### src/rtl/seg8_display_mux.sv
// Scans eight latched 6-bit digit codes onto a multiplexed common-anode 7-segment display.
// Each digit slot starts with a dead-time where all anodes are off, and the whole display can blink.
module seg8_display_mux #(
  parameter int CLK_DIV      = 100000,
  parameter int BLANK_CYCLES = 16,
  parameter int BLINK_FRAMES = 64
) (
  input  logic       clock,
  input  logic       reset,
  input  logic [5:0] d1,
  input  logic [5:0] d2,
  input  logic [5:0] d3,
  input  logic [5:0] d4,
  input  logic [5:0] d5,
  input  logic [5:0] d6,
  input  logic [5:0] d7,
  input  logic [5:0] d8,
  input  logic       blink_en,
  output logic [7:0] an_n,
  output logic [6:0] seg_n,
  output logic       dp_n,
  output logic       frame_tick
);

  localparam int CW = (CLK_DIV > 1) ? $clog2(CLK_DIV) : 1;
  localparam int FW = (BLINK_FRAMES > 1) ? $clog2(BLINK_FRAMES) : 1;
  localparam int BW = CW + 1;
  localparam logic [CW-1:0] CNT_LAST   = CW'(CLK_DIV - 1);
  localparam logic [FW-1:0] FRAME_LAST = FW'(BLINK_FRAMES - 1);

  logic [CW-1:0]     cnt;
  logic [2:0]        idx;
  logic [FW-1:0]     frame_cnt;
  logic              blink_phase;
  logic [7:0][5:0]   snapshot;
  logic [5:0]        cur;
  logic              load;
  logic              in_blank;
  logic              blank_all;
  logic [7:0]        an_nx;
  logic [6:0]        seg_nx;
  logic              dp_nx;

  function automatic logic [6:0] hex7(input logic [3:0] v);
    case (v)
      4'h0:    hex7 = 7'b1000000;
      4'h1:    hex7 = 7'b1111001;
      4'h2:    hex7 = 7'b0100100;
      4'h3:    hex7 = 7'b0110000;
      4'h4:    hex7 = 7'b0011001;
      4'h5:    hex7 = 7'b0010010;
      4'h6:    hex7 = 7'b0000010;
      4'h7:    hex7 = 7'b1111000;
      4'h8:    hex7 = 7'b0000000;
      4'h9:    hex7 = 7'b0010000;
      4'hA:    hex7 = 7'b0001000;
      4'hB:    hex7 = 7'b0000011;
      4'hC:    hex7 = 7'b1000110;
      4'hD:    hex7 = 7'b0100001;
      4'hE:    hex7 = 7'b0000110;
      default: hex7 = 7'b0001110;
    endcase
  endfunction

  assign cur       = snapshot[idx];
  assign load      = (idx == 3'd0) && (cnt == '0);
  assign blank_all = blink_en & blink_phase;

  // With no dead-time the compare would be constant, so drop it entirely.
  if (BLANK_CYCLES == 0) begin : g_blank_none
    assign in_blank = 1'b0;
  end else begin : g_blank
    localparam logic [BW-1:0] BLANK_LIM = BW'(BLANK_CYCLES);
    assign in_blank = ({1'b0, cnt} < BLANK_LIM);
  end

  // Segments follow the enabled digit even in the dead-time; only the anode blanks it.
  always_comb begin
    an_nx  = 8'hFF;
    seg_nx = 7'h7F;
    dp_nx  = 1'b1;
    if (cur[5]) begin
      seg_nx = hex7(cur[4:1]);
      dp_nx  = ~cur[0];
      if (!in_blank && !blank_all) begin
        an_nx = ~(8'h01 << idx);
      end
    end
  end

  always_ff @(posedge clock) begin
    if (reset) begin
      cnt         <= '0;
      idx         <= 3'd0;
      frame_cnt   <= '0;
      blink_phase <= 1'b0;
      snapshot    <= '0;
      an_n        <= 8'hFF;
      seg_n       <= 7'h7F;
      dp_n        <= 1'b1;
      frame_tick  <= 1'b0;
    end else begin
      if (cnt == CNT_LAST) begin
        cnt <= '0;
        idx <= idx + 3'd1;
      end else begin
        cnt <= cnt + CW'(1);
      end

      frame_tick <= load;
      if (load) begin
        snapshot <= {d8, d7, d6, d5, d4, d3, d2, d1};
        if (frame_cnt == FRAME_LAST) begin
          frame_cnt   <= '0;
          blink_phase <= ~blink_phase;
        end else begin
          frame_cnt <= frame_cnt + FW'(1);
        end
      end

      an_n  <= an_nx;
      seg_n <= seg_nx;
      dp_n  <= dp_nx;
    end
  end

  // A dead-time covering the whole slot would leave the display permanently dark.
  always @(posedge clock) begin
    if (!reset) begin
      assert (BLANK_CYCLES < CLK_DIV);
    end
  end

endmodule

### config.mk
export PLATFORM = sky130hd
export DESIGN_NAME = seg8_display_mux
export DESIGN_NICKNAME = d
export VERILOG_FILES = /design/src/rtl/seg8_display_mux.sv
export SDC_FILE = /design/constraint.sdc
export NUM_CORES = 1
export LEC_CHECK = 0
export ABC_AREA = 1
export CORE_MARGIN = 3
export CORE_UTILIZATION = 50
export CTS_BUF_LIST = sky130_fd_sc_hd__clkbuf_8
export DETAILED_ROUTE_END_ITERATION = 10
export GPL_TIMING_DRIVEN = 0
export PLACE_DENSITY = 0.78
export SETUP_SLACK_MARGIN = 0.5
export SLEW_MARGIN = 40
export SYNTH_ARGS = -nofsm -noshare
export SYNTH_HDL_FRONTEND = slang
export SYNTH_SLANG_ARGS = --single-unit
### constraint.sdc
create_clock -name clock -period 1.9 [get_ports clock]
set_input_delay 0.475 -clock clock [delete_from_list [all_inputs] [get_ports clock]]
set_output_delay 0.475 -clock clock [all_outputs]
set_load 0.01 [all_outputs]
Yosys cells after proc, flatten, opt, wreduce, memory -nomap -nowiden:

Memory sizes are Yosys's and may differ from the RTL's. A register that Yosys moved wholly into a read port is not among the register bits.
Index checks and enable logic that the tools add are counted.

* mux-type cells: 3
* reduce and logical (&&, ||, !) cells: 10
* shifts and indexed selects: 1
* eq/ne operators: 2
* magnitude comparators: 2
* bitwise gates (word level): 6
* $add $sub $neg: 3

Operators with widths (number)
* $bmux W6 S3: 1
* $add A17 B1 Y17 const B: 1
* $eq A17 B17 Y1 const B: 1
* $logic_not A17 Y1: 1
* $lt A17 B5 Y1 const B: 1
* $mux W6: 2
* $not A8 Y8: 1
* $shl A1 B3 Y8 const A: 1
* $add A6 B1 Y6 const B: 1
* $eq A6 B6 Y1 const B: 1
* $lt A3 B4 Y1 const B: 1
* $not A1 Y1: 4
* $reduce_or A2 Y1: 2
* $add A3 B1 Y3 const B: 1
* $logic_not A3 Y1: 1
* $reduce_or A3 Y1: 1
* $logic_and A1 B1 Y1: 2
* $logic_not A1 Y1: 2
* $reduce_and A2 Y1: 1
* $and A1 B1 Y1: 1

* register bits: 85
* memories kept: 1
* bits in read-only memories: 112

Memory list
* (name not given): words 16, width 7, rd ports 1, clocked after Yosys merged registers in 1, write ports 0, line 45 `case (v)`

Longest topological paths before layout:

* depth in word-level cells: 5
* depth in mapped cells: 13
* gate-level depth less buffers: 11

Least setup slack after synthesis:

Ideal clock, no wire load.

* kind: register to register
* start: reg idx[0]
* end: reg seg_n[3]
* data required time: 1780 ps
* data arrival time: 1654 ps
* library setup time: 120 ps
* clock period less this slack: 1774 ps
* buffers on the path: 2
* slack: 126 ps
* cell stages (with the launch flop): 13
* cells stage by stage: dfxtp_1 buf_4 buf_4 nand2_1 nand3_1 nand3_1 o21ai_1 inv_1 ha_1 nand3_1 nand2_1 nand2_1 nand3_1

* cells in the longest elaborated chain, start to end: 4

RTL lines
* start, declared: line 32 `logic [2:0] idx;`
* start signal, assigned: line 105 `idx <= idx + 3'd1;`
* $bmux W6 S3 *: line 65 `assign cur = snapshot[idx];`
* $mux W6 (implied by the code) *: line 65
* $not A1 Y1 (no line)
* $reduce_or A2 Y1 (no line)
* end, declared: line 20 `output logic [6:0] seg_n,`

Mark *: on every way between the ends. The rest lies on a longest branch, timed or not. The select of a mux whose other input is x is not followed.
A chain may end at the register's enable or synchronous reset.

Worst setup path in the final report:

* start: reg idx[0]
* end: reg snapshot[27] (netlist bit)

* cells in the longest elaborated chain, start to end: 2

RTL lines
* $logic_not A3 Y1: line 66 `assign load = (idx == 3'd0) && (cnt == '0);`
* $logic_and A1 B1 Y1: line 66
* end signal, assigned: line 112 `snapshot <= {d8, d7, d6, d5, d4, d3, d2, d1};`
* end, declared: line 35 `logic [7:0][5:0] snapshot;`

No other way between the ends.

==> metrics.md <==
| Metric | Value |
|---|---|
| Fmax | `about 550 MHz` |
| Vias in the first global route | `approximately 4600` |
| Max Used Layer | `met4` |
| Share of layout cells above drive strength 1 | `0.303` |
| Min Tclk post-route | `approximately 1800 ps` |
| Num ports | `a little under 70` |
| CTS H-tree lvls | `3` |
| Area of the die | `approximately 10000 sq um` |
| Largest net degree at the start of global routing | `16` |
| DRC errors left | `0` |
| Worst reg-to-reg setup slack | `a little under 90 ps` |
| Register area share after synthesis | `0.415` |
| Tot GR Track Use | `0.263` |
| Clock transition at path regs | `90 ps` |
| Root Buffer | `clkbuf_8` |
| Drt first-iter violations | `between 400 and 500` |
| Hold path start | `snapshot[12]` |
| R2R depth | `12` |
| Metal1 wirelength | `~5300 microns` |
| CTS tree | `yes` |
| Drt pass-1 iters | `5` |
| Startpoint types | `flip-flop` |
| Launching point of the worst reg2reg path | `idx[0]` |
| Grt ovf | `0` |
| CP Capture Type | `flip-flop` |
| Initial antenna violation count | `0` |
| Synthesis-to-finish area growth | `44.5%` |
| Leakage | `~2.7 nW` |
| Final Non-Filler Cells | `850` |
| Cell area after layout | `~6400 sq um` |
| Sink of the worst hold path | `snapshot[12]` |
| DP Worst Slack | `-309 ps` |
| Final Power | `around 4.4 mW` |
| Clock skew | `12.4 ps` |
| Hold depth | `2` |
| # diodes | `0` |
| Critical Path Fanout Max | `6` |
| Die Ht | `~100 microns` |
| Area leader, netlist | `dfxtp_1` |
| Core area | `around 8400 sq um` |
| Status | `finished clean` |
| Hold crit path type | `reg -> reg` |
| DP Wirelength | `8270 microns` |
| Global-route wire length before repair | `21300 microns` |
| CTS Buf Count | `9` |
| Inst Count DP | `between 700 and 800` |
| Max-slew violation count | `0` |
| Hold Buf Count CTS | `0` |
| Insertion delay to the later sink of the worst-skew pair | `around 360 ps` |
| Max cap viols | `0` |
| Hold Fails Final Rpt | `0` |
| Slew Limit Headroom | `0.712` |
| Mapped Nets | `690` |
| Required @ worst endpoint | `2140 ps` |
| Yosys warnings | `0` |
| Most common cell after layout, fill and taps aside | `nand2_1` |
| Crit path kind | `reg -> reg` |
| Initial Utilization | `0.527` |
| Register bit total from synthesis | `92` |
| Power Density | `slightly below 700 nW/um^2` |
| CTS Sinks | `92` |
| Syn Std Cell Area | `about 4400 sq um` |
| Routed len/inst | `16.2 microns` |
| Util after Layout | `0.762` |
| Die Width | `approximately 100 microns` |
| Netlist cell types | `31` |
| Antenna Nets Post-Route | `0` |
| Slew @ Worst Pin | `432 ps` |
| Row count | `33` |
| Setup violations, final | `0` |
| Most frequent cells in the layout | `96 x nand2_1, 85 x dfxtp_1, 75 x inv_1, 56 x nor2_1, 49 x clkdlybuf4s50_1` |
| Buffers added on ports | `67` |
| Final period util | `0.953` |
| Top post-synthesis cells by area | `dfxtp_1 41%, nand2_1 9.8%, inv_1 6.9%, a21oi_1 6.9%, nand3_1 6.8%` |
| Critical R2R Capture | `snapshot[27]` |
| Routed wl met2 | `between 6000 and 7000 microns` |
| RSZ-0062 raised after global routing | `true` |
| Maximum clock path buffer count | `2` |
| Nets | `just over 800` |
| Met3 wire length | `956 microns` |
| GPL Wtd Cong | `0.899` |
| Mapped Cells | `624` |
| Via count | `about 4700` |
| Maximum vdd drop | `slightly above 600 uV` |
| Via-to-Cell Ratio | `5.55` |
| Top cell type's share of synthesized area | `0.415` |
| Arr. time, crit path | `2050 ps` |
| Syn avg cell area | `roughly 7 sq um` |
| Dpl cell area | `5340 sq um` |
| Final WS setup | `about 88 ps` |
| Routed wire length | `between 10000 and 15000 microns` |
==> timing repair <==
item                                    in CTS  in global routing
endpoints found under the setup margin     108                106
pin swaps                                   35                 23
gates cloned                                 4                  1
gates resized for setup                    144                108
buffers inserted                            26                  7
==> synth_stat cells (all sizes together) <==
cell,n
o21ai,65
inv,86
xor2,2
nor2,65
nand3,61
ha,15
nor3,10
nand4,10
nand3b,5
or2,1
nand2,119
clkbuf,8
o21bai,1
a21oi,61
dfxtp,92
xnor2,1
o211ai,3
buf,19
==> per-stage QoR <==
stage          TNS (ps)  hold slack, ps
6_report              0             453
5_1_grt               0             478
3_5_place_dp     -10100             443
3_3_place_gp      -6780             431
4_1_cts               0             432
2_1_floorplan         0             417
==> worst max-delay path: stages, from the launching register on <==
cell and delay [ps]:
dfxtp_4 380, inv_6 70, buf_8 110, ha_4 130, inv_2 40, nor2_4 100
nand3_2 90, nor2_4 130, nand2_4 130, buf_12 180, buf_12 130, o21ai_2 140
a21oi_1 70
==> where the power goes <==
part | switching, mW | internal (mW)
combinational | 0.625 | 0.481
clock | 0.694 | 0.469
sequential | 0.0629 | 2.08
total | 1.38 | 3.03
==> area by class of cell <==
| class | count | area, sq um |
|---|---|---|
| clock inverter | 7 | 42.5 |
| clock buffer | 9 | 124 |
| sequential | 92 | 1860 |
| buffer | 27 | 295 |
| timing repair buffer | 104 | 956 |
| inverter | 86 | 343 |
| fill | 570 | 2000 |
| tap | 105 | 131 |
| multi-input combinational | 420 | 2670 |
==> worst max path at each step <==
stage	startpoint	end	cells after the start
final	idx[0]	snapshot[27]	12
after CTS	idx[0]	snapshot[33]	12
after global placement	reset	snapshot[23]	6
after global routing	idx[0]	snapshot[27]	12
after detailed placement	reset	snapshot[3]	6
after floorplan	idx[1]	snapshot[24]	12
==> layer usage <==
layer,up-vias,global-route usage
li1,2251,-
met1,2161,0.324
met2,245,0.450
met3,59,0.0396
met4,0,0.124
met5,-,0
==> flip-flops by register name, indices dropped and copies added, names as in the netlist <==
| name | flops |
|---|---|
| an_n | 8 |
| blink_phase | 1 |
| cnt | 17 |
| dp_n | 1 |
| frame_cnt | 6 |
| frame_tick | 1 |
| idx | 3 |
| seg_n | 7 |
| snapshot | 48 |
==> cells by family after synthesis <==
kind of cell / synth area share
AOI/OAI and AO/OA: 0.150
and+or+nand+nor: 0.273
DFF: 0.415
adders and majority gates: 0.0422
buffers and inverters: 0.115
xor gates and xnor gates: 0.00591
No activity file was read; power rests on OpenSTA's default activity.
